==> src/rtl/pipe_step_ctrl_pkg.sv <==
// Shared types and widths for the pipeline run/step/halt controller.
package pipe_step_ctrl_pkg;

    localparam int NUM_STAGES = 5;
    localparam int STEP_W     = 8;
    localparam int CYC_W      = 32;

    typedef enum logic [1:0] {
        ST_HALTED = 2'd0,
        ST_RUN    = 2'd1,
        ST_STEP   = 2'd2,
        ST_DRAIN  = 2'd3
    } state_e;

    // A requested step length of zero still executes one cycle.
    function automatic logic [STEP_W-1:0] step_len(input logic [STEP_W-1:0] n);
        return (n == '0) ? STEP_W'(1) : n;
    endfunction

endpackage

==> src/rtl/pipe_step_ctrl_drain_shifter.sv <==
// Drain stall pattern: fills with 1s from the fetch end (bit 0), one stage per shift; 1-cycle update.
// No backpressure: clear has priority over shift.
module drain_shifter
    import pipe_step_ctrl_pkg::*;
(
    input  logic                  clk,
    input  logic                  rst,
    input  logic                  clr_i,
    input  logic                  shift_i,
    output logic [NUM_STAGES-1:0] fill_o
);

    logic [NUM_STAGES-1:0] fill_q;

    always_ff @(posedge clk or posedge rst) begin
        if (rst) begin
            fill_q <= '0;
        end else if (clr_i) begin
            fill_q <= '0;
        end else if (shift_i) begin
            fill_q <= {fill_q[NUM_STAGES-2:0], 1'b1};
        end
    end

    assign fill_o = fill_q;

endmodule

==> src/rtl/pipe_step_ctrl.sv <==
// Run/step/halt controller driving per-stage stalls of a five-stage pipeline; commands take effect one cycle after sampling.
// No backpressure: commands are single-cycle pulses, ignored in states where they do not apply.
module pipe_step_ctrl
    import pipe_step_ctrl_pkg::*;
#(
    parameter bit RUN_ON_RESET = 1'b0
) (
    input  logic              clk,
    input  logic              rst,
    input  logic              cmd_run,
    input  logic              cmd_step,
    input  logic [STEP_W-1:0] step_n,
    input  logic              cmd_halt,
    output logic              s_fe,
    output logic              s_dc,
    output logic              s_ex,
    output logic              s_me,
    output logic              s_wb,
    output logic              halted,
    output logic              busy,
    output logic [CYC_W-1:0]  cyc_cnt
);

    localparam state_e RST_STATE = RUN_ON_RESET ? ST_RUN : ST_HALTED;

    state_e                state_q, state_d;
    logic [STEP_W-1:0]     step_cnt_q, step_cnt_d;
    logic [CYC_W-1:0]      cyc_q;
    logic [NUM_STAGES-1:0] fill;
    logic [NUM_STAGES-1:0] stall_vec;
    logic                  drain_shift;

    always_ff @(posedge clk or posedge rst) begin
        if (rst) begin
            state_q    <= RST_STATE;
            step_cnt_q <= '0;
            cyc_q      <= '0;
        end else begin
            state_q    <= state_d;
            step_cnt_q <= step_cnt_d;
            if (!stall_vec[0]) begin
                cyc_q <= cyc_q + CYC_W'(1);
            end
        end
    end

    always_comb begin
        state_d    = state_q;
        step_cnt_d = step_cnt_q;
        case (state_q)
            ST_HALTED: begin
                if (cmd_step) begin
                    state_d    = ST_STEP;
                    step_cnt_d = step_len(step_n);
                end else if (cmd_run) begin
                    state_d = ST_RUN;
                end
            end
            ST_RUN: begin
                if (cmd_halt) begin
                    state_d = ST_DRAIN;
                end
            end
            ST_STEP: begin
                if (cmd_halt) begin
                    state_d    = ST_DRAIN;
                    step_cnt_d = '0;
                end else if (cmd_step) begin
                    step_cnt_d = step_len(step_n);
                end else if (step_cnt_q <= STEP_W'(1)) begin
                    // Last stepped cycle: straight to HALTED, no drain.
                    state_d    = ST_HALTED;
                    step_cnt_d = '0;
                end else begin
                    step_cnt_d = step_cnt_q - STEP_W'(1);
                end
            end
            ST_DRAIN: begin
                if (fill[NUM_STAGES-1]) begin
                    state_d = ST_HALTED;
                end
            end
            default: begin
                state_d    = ST_HALTED;
                step_cnt_d = '0;
            end
        endcase
    end

    assign drain_shift = (state_d == ST_DRAIN);

    drain_shifter u_shift (
        .clk     (clk),
        .rst     (rst),
        .clr_i   (!drain_shift),
        .shift_i (drain_shift),
        .fill_o  (fill)
    );

    // Outputs decode only registered state and the shifter register.
    always_comb begin
        halted    = (state_q == ST_HALTED);
        busy      = (state_q == ST_STEP) || (state_q == ST_DRAIN);
        stall_vec = (state_q == ST_DRAIN) ? fill : {NUM_STAGES{halted}};
    end

    assign s_fe    = stall_vec[0];
    assign s_dc    = stall_vec[1];
    assign s_ex    = stall_vec[2];
    assign s_me    = stall_vec[3];
    assign s_wb    = stall_vec[4];
    assign cyc_cnt = cyc_q;

endmodule

==> config.mk <==
export PLATFORM = sky130hd
export DESIGN_NAME = pipe_step_ctrl
export DESIGN_NICKNAME = d
export VERILOG_FILES = /design/src/rtl/pipe_step_ctrl_pkg.sv /design/src/rtl/pipe_step_ctrl_drain_shifter.sv /design/src/rtl/pipe_step_ctrl.sv
export SDC_FILE = /design/constraint.sdc
export NUM_CORES = 1
export LEC_CHECK = 0
export ABC_AREA = 1
export CAP_MARGIN = 0
export CORE_ASPECT_RATIO = 1.25
export CORE_MARGIN = 3
export CORE_UTILIZATION = 40
export CTS_CLUSTER_DIAMETER = 50
export CTS_CLUSTER_SIZE = 8
export DETAILED_ROUTE_END_ITERATION = 8
export DONT_BUFFER_PORTS = 1
export SYNTH_ARGS = -nofsm -noshare
export SYNTH_HDL_FRONTEND = slang
export SYNTH_SLANG_ARGS = --single-unit
==> constraint.sdc <==
create_clock -name clk -period 2.8 [get_ports clk]
set_input_delay 0.42 -clock clk [delete_from_list [all_inputs] [get_ports clk]]
set_output_delay 0.42 -clock clk [all_outputs]
set_load 0.05 [all_outputs]
## Word level (Yosys, flattened, before mapping)

Index checks and enable logic that the tools add are counted.

- Bits in registers: 47
- Latch bits: 0
- Bits in writable memories: 0
- Memory bits (read-only): 0
- Input port bits: 13
- Output and inout bits: 39
- Logic and storage cells: 33
- Memories kept: 0

- $add $sub $neg: 2
- Multiply operators: 0
- Divide/modulo/power cells: 0
- Order comparisons: 1
- Eq/ne operators: 5
- Shifts and indexed selects: 0
- Mux-type cells: 16
- Bitwise logic cells: 0
- Reductions and logical operators: 5

Operator list:

| cell | number |
|---|---|
| 8-bit 2-to-1 mux | 5 |
| 32-bit by 1-bit adder with 32-bit output (second input constant) | 1 |
| 8-bit one-hot mux with 2 select lines | 1 |
| 2-bit 2-to-1 mux | 7 |
| 5-bit 2-to-1 mux | 2 |
| 8-bit by 1-bit less-or-equal comparator with 1-bit output (second input constant) | 1 |
| 8-bit zero test | 1 |
| 2-bit one-hot mux with 4 select lines | 1 |
| 8-bit by 1-bit subtractor with 8-bit output (second input constant) | 1 |
| 2-bit == test (second input constant) | 3 |
| 2-bit by 1-bit == test with 1-bit output (second input constant) | 1 |
| 2-bit zero test | 1 |
| 2-bit != test (second input constant) | 1 |
| 2-bit AND reduction | 1 |
| 2-bit nonzero test | 1 |
| 1-bit logical OR | 1 |

## Depth between registers and ports, before layout

Gate-level depths: netlist of the first run.

- Word-level depth: 7
- Gate-level depth with buffers: 10
- Mapped depth without buffers: 10

## Cells and area by module

Synthesis of the first run repeated with hierarchy kept, for this count alone.

- Cells, all modules: 419
- Area total of the unflattened synthesis: 2947.8 um2

Modules (own cells, without submodules):

| module | times used | cells each | area each (um2) | sequential area each (um2) |
|---|---|---|---|---|
| pipe_step_ctrl | 1 | 398 | 2751.4 | 1051.0 |
| drain_shifter | 1 | 21 | 196.4 | 125.1 |

## Worst setup path after synthesis of the first run

No wires, ideal clock.

- Path type: reg-to-output
- Start: register state_q[1]
- End: output s_dc
- Arrival time: 1638 ps
- Required time: 2380 ps
- Slack: 742 ps
- Stages on the path, launching flop included: 3
- Path buffers: 0
- Cell sequence: dfrtp_1 -> nand2_1 -> o21ai_0

- Cells in the longest elaborated chain, start to end: 2
- Elaborated cells between the ends (all ways): 3
- Classes of those cells: eq/ne: 1; mux: 1; reduce/logical: 1

RTL lines:

| element | line | source |
|---|---|---|
| start, declared | pipe_step_ctrl.sv:26 | `state_e state_q, state_d;` |
| start signal, assigned | pipe_step_ctrl.sv:39 | `state_q <= state_d;` |
| 2-bit == test / 2-bit zero test (equally long branches) | pipe_step_ctrl.sv:104, pipe_step_ctrl.sv:102 |  |
| 5-bit 2-to-1 mux * | pipe_step_ctrl.sv:104 | `stall_vec = (state_q == ST_DRAIN) ? fill : {NUM_STAGES{halted}};` |
| end, declared | pipe_step_ctrl.sv:15 | `output logic s_dc,` |

Mark *: on every way between the ends. The rest lies on a longest branch, timed or not.

## Worst setup path in the final report of the first run

- Start: register state_q[1]
- End: register cyc_q[26] (netlist: cyc_cnt[26])

- Cells in the longest elaborated chain, start to end: 2
- Elaborated cells between the ends (all ways): 3
- Classes of those cells: eq/ne: 1; mux: 1; reduce/logical: 1

RTL lines:

| element | line | source |
|---|---|---|
| 2-bit == test / 2-bit zero test (equally long branches) | pipe_step_ctrl.sv:104, pipe_step_ctrl.sv:102 |  |
| 5-bit 2-to-1 mux * | pipe_step_ctrl.sv:104 |  |
| net s_fe | pipe_step_ctrl.sv:14 | `output logic s_fe,` |
| end signal, assigned | pipe_step_ctrl.sv:42 | `cyc_q <= cyc_q + CYC_W'(1);` |
| end, declared | pipe_step_ctrl.sv:28 | `logic [CYC_W-1:0] cyc_q;` |

The timed path passes the listed nets; every way through them passes the cells marked *.
A chain may end at the register's enable or synchronous reset.

==> key figures, run 1 <==
STA
  • Min Clock Period, post-route: 2.187 ns
  • Final Hold Fails: 0
  • Final setup vio count: 0
  • Final Skew: between 0.01 and 0.015 ns
  • Unrepaired setup endpoints after global routing: no
  • Worst slew pin tran: 0.9672 ns
  • Period Utilization, post-route: 0.7812
  • Worst rel slew slack: 0.3552
  • Setup TNS: 0 ns
  • Max frequency: between 400 and 500 MHz
  • Slew Viols, Final: 0

Route
  • 1st-pass router iterations: 4
  • DR iter-0 viols: 98
  • DRC: 0
  • Routed WL per cell: 12.99 um
  • Final WL: 6.870 mm
  • Vias post-DR: 2596
  • Vias per cell: 4.907
  • Post-route antenna net violation count: 0

Min path
  • Worst hold path class: input pin to async pin

Die
  • Ports: 52
  • Die ar.: about 0.0083 sq mm
  • Core Rows: 34
  • Core ar.: approximately 0.007 sq mm
  • Starting Density: 0.4135
  • Die Span Y: between 100 and 150 um
  • Die X: 82.20 um

Power
  • Seq pwr share: 0.402
  • Pleak: 1.546 nW
  • Internal: between 1 and 1.5 mW
  • Clock network power share: 0.181
  • Total power: 2.778 mW
  • Switching share of power: 0.4849
  • Logic pwr share: 0.418
  • Switching power: 1.347 mW
  • Maximum vdd drop: roughly 0.43 mV
  • P per Cell Area: 862.1 mW/mm^2

CTS
  • CTS Buffer Depth: 2
  • Post-cts resize count: 0
  • Htree depth: 2
  • CTS tree: built
  • Post-CTS setup repair buffer count: 0
  • Clk Latency, worst-skew pair: 0.30 ns
  • CTS root buffer: clkbuf_8
  • CTS Sinks: 47
  • Hold Buf Count CTS: 0
  • Clock slew at reported path FFs: ~0.10 ns
  • CTS Buf Count: 5

Flow run
  • Max-Cap Viols: 0

Layout
  • # fillers: around 720
  • Multi-input logic area: 0.001519 sq mm
  • Layout area overhead: 10.99%
  • Ratio of cells with drive above 1 in the final layout: 0.08428
  • Diode count: 0
  • Fin util: 0.4590
  • Register Area: 0.001176 sq mm
  • Final nets: roughly 450

Global route
  • Total gr overflow: 0
  • Global-route wire length before repair: 11.37 mm
  • Grt peak-use layer: met2
  • Largest net degree at the start of global routing: 48
  • Total Routing Usage GR: 0.1760
  • Vias in the first global route: 2447
  • GRT met3 Usage: 0.05071
  • Met2 Usage GRT: 0.2938
  • Met1 Use GR: 0.2169
  • Initial antenna violation count: 0

Logic synthesis
  • Sequential area share after synthesis: 0.4052
  • Syn Inst Count: 419
  • Yosys warns: 0
  • Synthesized flop and latch total: 47
  • Synth Cell Area: slightly below 0.003 sq mm
  • Post-synthesis cell type count: 25
  • Post-synth net total: 435
  • Mean Syn Cell Area: about 7 sq um

Place
  • Placer Congestion: 0.8803
  • Number of I/O port buffers: 0
  • HPWL after DPL: 5.435 mm

Worst setup path
  • Arr. time, crit path: 2.38 ns
  • Worst path required time: ~3.0 ns
  • Worst setup path class: flip-flop to flip-flop
  • Startpoint Class: flip-flop
  • CP Capture Type: flip-flop
  • Max FO, Critical Path: 17

Status
  • Status: finished, final reports clean
==> cell families (layout without fill, tap and decap cells) <==
| kind of cell | after synthesis | in the layout | synth area share |
|---|---|---|---|
| AND/OR/NAND/NOR | 266 | 266 | 0.3974 |
| AO/OA/AOI/OAI | 33 | 33 | 0.05862 |
| XOR/XNOR | 18 | 18 | 0.05431 |
| flip-flops | 47 | 47 | 0.4052 |
| buffers and inverters | 52 | 72 | 0.07155 |
| adder cells (fa/ha/maj) | 3 | 3 | 0.01293 |
==> synth_stat cells <==
library cell / count / area [sq um]
inv_1: 45 / 168.9
nor2_4: 2 / 22.52
nor3_1: 1 / 5.000
o21ai_0: 23 / 115.1
inv_2: 2 / 7.510
a21oi_1: 7 / 35.03
nand4_1: 9 / 56.30
nand3b_1: 12 / 90.09
nor2_2: 3 / 18.77
o21bai_1: 1 / 7.510
o211ai_1: 1 / 7.510
nand2_4: 2 / 22.52
xnor2_1: 8 / 70.07
buf_2: 3 / 15.01
nand4_4: 1 / 21.27
nor2_1: 76 / 285.3
dfrtp_1: 47 / 1176
nand3_1: 18 / 90.09
ha_1: 3 / 37.54
clkinv_2: 1 / 5.000
xor2_1: 10 / 87.58
o21ai_1: 1 / 5.000
nand2_1: 141 / 529.3
buf_6: 1 / 11.26
nor3b_2: 1 / 12.51
==> critical path: stages (launching register included) <==
cell      delay [ns]
dfrtp_1         0.75
inv_2           0.15
nand2_4         0.15
nand2_4         0.22
clkinv_2        0.26
nand3b_1        0.12
nor2_1          0.21
nand3_1         0.10
nand2_1         0.06
nand2_1         0.05
==> final timing paths <==
path	startpoint	end	slack, ns	cells after the start
min in group clk	cmd_run	state_q[0]$_DFF_PP0_	0.31	2
worst max-delay path	state_q[1]$_DFF_PP0_	cyc_cnt[26]$_DFFE_PP0N_	0.61	9
worst max register to register	state_q[1]$_DFF_PP0_	cyc_cnt[26]$_DFFE_PP0N_	0.61	9
worst min-delay path	rst	u_shift.fill_o[2]$_DFF_PP0_	0.20	1
worst min register to register	u_shift.fill_o[3]$_DFF_PP0_	u_shift.fill_o[4]$_DFF_PP0_	0.49	2
max in group asynchronous	rst	cyc_cnt[18]$_DFFE_PP0N_	1.98	1
==> power by group through the flow <==
stage	combinational, mW	sequential [mW]	clock, mW
2_1_floorplan	0.866	1.16	0
3_3_place_gp	1.15	1.13	0
3_5_place_dp	1.17	1.13	0
4_1_cts	1.17	1.12	0.517
5_1_grt	1.29	1.14	0.547
6_report	1.16	1.12	0.502
==> registers in the layout, summed over array words and instances (netlist names) <==
| name | flops |
|---|---|
| step_cnt_q | 8 |
| cyc_cnt | 32 |
| state_q | 2 |
| u_shift.fill_o | 5 |
==> final cells by class <==
class,count,share of cell area
multi-input cells,320,0.4715
clock inverters,3,0.01359
flip-flops and latches,47,0.3650
inverters,48,0.05631
clock buffers,5,0.02136
repair buffers,16,0.03728
well taps,90,0.03495
==> per-stage QoR <==
stage,instance area [sq um],cells,worst slack [ns],hold WS (ns)
2_1_floorplan,2903,419,0.7419,0.4572
3_3_place_gp,3109,521,0.6843,0.4655
3_5_place_dp,3109,521,0.6288,0.4756
4_1_cts,3222,529,0.6132,0.2528
5_1_grt,3222,529,0.3922,0.2878
6_report,3222,529,0.6126,0.1980
==> placed cells by master (no fill, tap or decap), types with 8 or more instances in the layout <==
master	n
xor2_1	10
inv_1	44
xnor2_1	8
nand4_1	9
dfrtp_1	47
nand2_1	141
buf_4	16
nand3b_1	12
nor2_1	76
nand3_1	18
o21ai_0	19
==> metal layers <==
metal  wire [um]  share of wire  up-vias
met3         353          0.051        9
met5           0              0        -
met2        3374           0.49       54
met4          93          0.014        0
met1        3048           0.44     1183
li1            -              -     1350
(Power assumes the default switching activity.)
==> inputs of run 2 (changes only) <==
==> constraint.sdc (replaced) <==
create_clock -name clk -period 2.26 [get_ports clk]
set_input_delay 0.339 -clock clk [delete_from_list [all_inputs] [get_ports clk]]
set_output_delay 0.339 -clock clk [all_outputs]
set_load 0.05 [all_outputs]
==> key figures, run 2 (synthesis results as in run 1) <==
Worst setup path
  • CP Capture Type: flip-flop (unchanged)
  • Launch point of the worst path: step_cnt_q[0]$_DFFE_PP0P_ (was state_q[1]$_DFF_PP0_)
  • Arr. time, crit path: 2.07 ns (was 2.38 ns)
  • Worst setup path class: flip-flop to flip-flop (unchanged)
  • Startpoint Class: flip-flop (unchanged)
  • Max FO, Critical Path: 7 (was 17)
  • Worst Reg-to-Reg Cells: 9 (unchanged)
  • Worst path required time: 2.45 ns (was 3.00 ns)
  • R2R Path End: u_shift.fill_o[1]$_DFF_PP0_ (was cyc_cnt[26]$_DFFE_PP0N_)
  • Reg-to-reg startpoint: step_cnt_q[0]$_DFFE_PP0P_ (was state_q[1]$_DFF_PP0_)
  • R2r setup slk: 0.38 ns (was 0.61 ns)

Place
  • Number of I/O port buffers: 0 (unchanged)
  • HPWL after DPL: 5.544 mm (was 5.435 mm)
  • Placer Congestion: 0.8660 (was 0.8803)

STA
  • Final setup vio count: 0 (unchanged)
  • Period Utilization, post-route: 0.8312 (was 0.7812)
  • Unrepaired setup endpoints after global routing: no (unchanged)
  • Min Clock Period, post-route: 1.879 ns (was 2.187 ns)
  • Final Skew: 0.01743 ns (was 0.01291 ns)
  • Worst rel slew slack: 0.6682 (was 0.3552)
  • Hold WS: 0.2096 ns (was 0.1980 ns)
  • Setup TNS: 0 ns (unchanged)
  • Max frequency: 532.3 MHz (was 457.2 MHz)
  • Final Hold Fails: 0 (unchanged)
  • Worst slew pin tran: 0.4977 ns (was 0.9672 ns)
  • Slew Viols, Final: 0 (unchanged)

Status
  • Status: finished, final reports clean (unchanged)

Layout
  • # fillers: 713 (was 723)
  • Layout area overhead: 16.98% (was 10.99%)
  • Most frequent cells in the layout: nand2_1 (141), nor2_1 (76), dfrtp_1 (47) (unchanged)
  • Max reg flops: 32 (unchanged)
  • Most common library cell in the layout ignoring fill and taps: nand2_1 (unchanged)
  • Final nets: 476 (was 454)
  • Diode count: 0 (unchanged)
  • Ratio of cells with drive above 1 in the final layout: 0.1239 (was 0.08428)

Global route
  • Total Routing Usage GR: 0.1817 (was 0.1760)
  • Total gr overflow: 0 (unchanged)
  • Global-route wire length before repair: 11.95 mm (was 11.37 mm)
  • Initial antenna violation count: 0 (unchanged)
  • Largest net degree at the start of global routing: 48 (unchanged)
  • Vias in the first global route: 2636 (was 2447)

Route
  • Vias per cell: 4.945 (was 4.907)
  • Routed WL per cell: 13.00 um (was 12.99 um)
  • 1st-pass router iterations: 5 (was 4)
  • Post-route antenna net violation count: 0 (unchanged)
  • DRC: 0 (unchanged)
  • Vias post-DR: 2720 (was 2596)
  • DR iter-0 viols: 148 (was 98)
  • Final WL: 7.151 mm (was 6.870 mm)

Die
  • Die X: 82.20 um (unchanged)
  • Core Rows: 34 (unchanged)
  • Ports: 52 (unchanged)
  • Core ar.: 0.007019 sq mm (unchanged)
  • Die Span Y: 101.2 um (unchanged)
  • Starting Density: 0.4135 (unchanged)
  • Die ar.: 0.008322 sq mm (unchanged)

Min path
  • HP Start: cmd_run
  • WHS Endpoint: state_q[0]$_DFF_PP0_
  • Cells on Worst Hold Path: 2
  • Worst hold path class: input pin to flip-flop (was input pin to async pin)

CTS
  • CTS root buffer: clkbuf_8 (unchanged)
  • Post-CTS setup repair buffer count: 0 (unchanged)
  • CTS Buf Count: 5 (unchanged)
  • CTS Buffer Depth: 2 (unchanged)
  • Htree depth: 2 (unchanged)
  • CTS Sinks: 47 (unchanged)
  • Clk Latency, worst-skew pair: 0.31 ns (was 0.30 ns)
  • CTS tree: built (unchanged)
  • Hold Buf Count CTS: 1 (was 0)
  • Clock slew at reported path FFs: 0.10 ns (about the same)
  • Post-cts resize count: 0 (unchanged)

Power
  • Maximum vdd drop: 0.5450 mV (was 0.4302 mV)
  • P per Cell Area: 1035 mW/mm^2 (was 862.1 mW/mm^2)
  • Pleak: 1.658 nW (was 1.546 nW)

Flow run
  • Max-Cap Viols: 0 (unchanged)
run 2: changes by cell type in the layout (fill, tap and decap cells not counted), sizes merged:
cell,before,now
clkinvlp,0,1
buf,16,37
clkinv,3,1
dlygate4sd3,0,1
run 2: power breakdown:
group	total [mW]	internal (mW)	switching (mW)
Clock	0.612	0.324	0.288
Sequential	1.22	1.04	0.186
Combinational	1.68	0.458	1.22
run 2: worst max-delay path, cell delays in order (launching register included):
cell and delay, ns:
dfrtp_1 0.39, inv_1 0.15, ha_1 0.28, o21ai_0 0.10
nor2_1 0.36, nand2_1 0.09, nand2_1 0.10, nand2_1 0.06
nand3_1 0.16, nor2_1 0.07
run 2: layout make-up:
type                            count  area, sq um  area share
Inverter                           48        181.4     0.05343
Sequential cell                    47         1176      0.3464
Multi-Input combinational cell    320         1519      0.4473
Timing Repair Buffer               38        300.3     0.08843
Tap cell                           90        112.6     0.03316
Clock buffer                        5        68.82     0.02027
Clock inverter                      2        37.54     0.01105
run 2: metal layers:
layer | up-vias | global-route usage | share of wire
met3 | 4 | 0.03915 | 0.050
met4 | 0 | 0.05627 | 0.0063
met5 | - | 0 | 0
met1 | 1272 | 0.2265 | 0.44
li1 | 1389 | - | -
met2 | 55 | 0.3099 | 0.50
run 2: worst max-delay path by stage:
stage,endpoint
after floorplan,s_dc
after global placement,u_shift.fill_o[1]$_DFF_PP0_
after detailed placement,u_shift.fill_o[1]$_DFF_PP0_
after CTS,u_shift.fill_o[1]$_DFF_PP0_
after global routing,u_shift.fill_o[3]$_DFF_PP0_
final,u_shift.fill_o[1]$_DFF_PP0_
run 2: per-stage QoR:
stage	setup WS, ns	power (mW)	std cells	cell area [sq um]	util
after floorplan	0.2829	2.511	419	2903	-
after global placement	0.4494	2.892	542	3279	0.4672
after detailed placement	0.4098	2.924	542	3279	0.4672
after CTS	0.3931	3.545	550	3396	0.4838
after global routing	0.1140	3.752	550	3396	0.4838
final	0.3815	3.515	550	3396	0.4838
==> inputs of run 3 (changes only) <==
==> constraint.sdc (replaced) <==
create_clock -name clk -period 1.72 [get_ports clk]
set_input_delay 0.258 -clock clk [delete_from_list [all_inputs] [get_ports clk]]
set_output_delay 0.258 -clock clk [all_outputs]
set_load 0.05 [all_outputs]
==> key figures, run 3 (synthesis results as in run 1) <==
Place
  • Number of I/O port buffers: 0 (unchanged)
  • Post-DP Area: 0.003373 sq mm (was 0.003279 sq mm)
  • Placed insts: 554 (was 542)
  • Dpl ws: 0.1449 ns (was 0.4098 ns)
  • Placer Congestion: 0.8735 (was 0.8660)
  • HPWL after DPL: 5.875 mm (was 5.544 mm)

Power
  • P per Cell Area: 1358 mW/mm^2 (was 1035 mW/mm^2)
  • Maximum vdd drop: 0.6759 mV (was 0.5450 mV)
  • Total power: 4.741 mW (was 3.515 mW)
  • Pleak: 1.720 nW (was 1.658 nW)

Route
  • Vias post-DR: 2762 (was 2720)
  • Vias per cell: 4.906 (was 4.945)
  • DR iter-0 viols: 121 (was 148)
  • DRC: 0 (unchanged)
  • 1st-pass router iterations: 5 (unchanged)
  • Post-route antenna net violation count: 0 (unchanged)
  • Routed WL per cell: 13.32 um (was 13.00 um)
  • Final WL: 7.500 mm (was 7.151 mm)

CTS
  • CTS Buf Count: 5 (unchanged)
  • CTS tree: built (unchanged)
  • Htree depth: 2 (unchanged)
  • CTS Buffer Depth: 2 (unchanged)
  • Clk Latency, worst-skew pair: 0.30 ns (was 0.31 ns)
  • CTS root buffer: clkbuf_8 (unchanged)
  • CTS Sinks: 47 (unchanged)
  • Clock slew at reported path FFs: 0.08 ns (was 0.10 ns)

Global route
  • Initial antenna violation count: 0 (unchanged)
  • Total gr overflow: 0 (unchanged)
  • Largest net degree at the start of global routing: 48 (unchanged)
  • Total Routing Usage GR: 0.1964 (was 0.1817)
  • GRT met3 Usage: 0.03381 (was 0.03915)
  • Vias in the first global route: 2689 (was 2636)
  • Met1 Use GR: 0.2331 (was 0.2265)
  • Met2 Usage GRT: 0.3568 (was 0.3099)
  • Grt peak-use layer: met2 (unchanged)
  • Global-route wire length before repair: 12.58 mm (was 11.95 mm)

Worst setup path
  • CP Capture Type: output pin (was flip-flop)
  • Worst path required time: 1.46 ns (was 2.45 ns)
  • Worst setup path class: flip-flop to output pin (was flip-flop to flip-flop)
  • R2r setup slk: 0.15 ns (was 0.38 ns)
  • Max FO, Critical Path: 9 (was 7)
  • Worst stage delay on the critical path: 0.43 ns (was 0.39 ns)
  • Crit path cell chain: inv_2 -> nand2_4 -> nand2_4 -> buf_6 (was inv_1 -> ha_1 -> o21ai_0 -> nor2_1 -> nand2_1 -> nand2_1 -> nand2_1 -> nand3_1 -> nor2_1)
  • CP max-delay cell: dfrtp_1 (unchanged)
  • Critical Path Most Common Cell: nand2_4 (was nand2_1)
  • Startpoint Class: flip-flop (unchanged)
  • Arr. time, crit path: 1.35 ns (was 2.07 ns)

STA
  • Slew Viols, Final: 0 (unchanged)
  • Final worst setup slack: 0.1152 ns (was 0.3815 ns)
  • Worst rel slew slack: 0.6693 (was 0.6682)
  • Hold WS: 0.1671 ns (was 0.2096 ns)
  • Max frequency: a little over 600 MHz
  • Final setup vio count: 0 (unchanged)
  • Final Hold Fails: 0 (unchanged)
  • Unrepaired setup endpoints after global routing: no (unchanged)
  • Worst slew pin tran: 0.4960 ns (was 0.4977 ns)
  • Min Clock Period, post-route: 1.605 ns
  • Final Skew: 0.007374 ns (was 0.01743 ns)
  • Setup TNS: 0 ns (unchanged)
  • Period Utilization, post-route: 0.9330

Die
  • Ports: 52 (unchanged)
  • Die X: 82.20 um (unchanged)
  • Core ar.: 0.007019 sq mm (unchanged)
  • Starting Density: 0.4135 (unchanged)
  • Core Rows: 34 (unchanged)
  • Die Span Y: 101.2 um (unchanged)
  • Die ar.: 0.008322 sq mm (unchanged)

Layout
  • Max reg flops: 32 (unchanged)
  • Fin cells: 563 (was 550)
  • Fin util: 0.4975 (was 0.4838)
  • Layout area overhead: 20.30% (was 16.98%)
  • Most common library cell in the layout ignoring fill and taps: nand2_1 (unchanged)
  • Diode count: 0 (unchanged)
  • Multi-input logic area: 0.001529 sq mm (was 0.001519 sq mm)
  • Final nets: 489 (was 476)
  • # fillers: 731 (was 713)
  • Most frequent cells in the layout: nand2_1 (141), nor2_1 (74), buf_4 (48) (was nand2_1 (141), nor2_1 (76), dfrtp_1 (47))
  • Final instance area: 0.003492 sq mm (was 0.003396 sq mm)
  • Register Area: 0.001180 sq mm (was 0.001176 sq mm)
  • Ratio of cells with drive above 1 in the final layout: 0.1628 (was 0.1239)

Status
  • Status: finished, final reports clean (unchanged)

Min path
  • Worst hold path class: input pin to flip-flop (unchanged)

Flow run
  • Max-Cap Viols: 0 (unchanged)
run 3: metal layers:
metal	vias to the layer above	share of wire
met5	-	0
met2	52	0.52
li1	1414	-
met4	0	0.011
met3	6	0.037
met1	1290	0.44
run 3: final cells by class:
class	count	share of cell area
multi-input combinational	320	0.4378
clock inverter	1	0.001433
sequential	47	0.3379
inverter	48	0.05195
clock buffer	6	0.02365
tap	90	0.03225
timing repair buffer	51	0.1150
run 3: worst max-delay path: cells and delay by family, from the launching register on:
| kind | cells | cell delay, ns |
|---|---|---|
| buffers and inverters | 2 | 0.35 |
| and+or+nand+nor | 2 | 0.26 |
| DFF | 1 | 0.43 |
run 3: final timing paths:
kind / cells past startpoint / endpoint / start
max: 4 / s_fe / state_q[1]$_DFF_PP0_
min: 2 / state_q[0]$_DFF_PP0_ / cmd_run
max reg2reg: 7 / step_cnt_q[3]$_DFFE_PP0P_ / state_q[1]$_DFF_PP0_
min reg2reg: 2 / u_shift.fill_o[2]$_DFF_PP0_ / u_shift.fill_o[1]$_DFF_PP0_
max in group asynchronous: 3 / cyc_cnt[1]$_DFFE_PP0N_ / rst
min in group asynchronous: 3 / cyc_cnt[2]$_DFFE_PP0N_ / rst
run 3: timing repair:
item / 4_1_cts / 5_1_grt
hold endpoints to repair: 47 / 0
setup buffers: 0 / 1
hold buffers: 1 / 0
gates cloned: 0 / 0
pin swaps: 0 / 1
setup endpoints to repair: 1 / 10
gates resized for setup: 1 / 4
run 3: where the power goes:
group          switching (mW)  internal [mW]  total, mW
Sequential              0.241           1.37       1.61
Clock                   0.378          0.316      0.694
Combinational            1.67          0.759       2.43
Total                    2.29           2.45       4.74
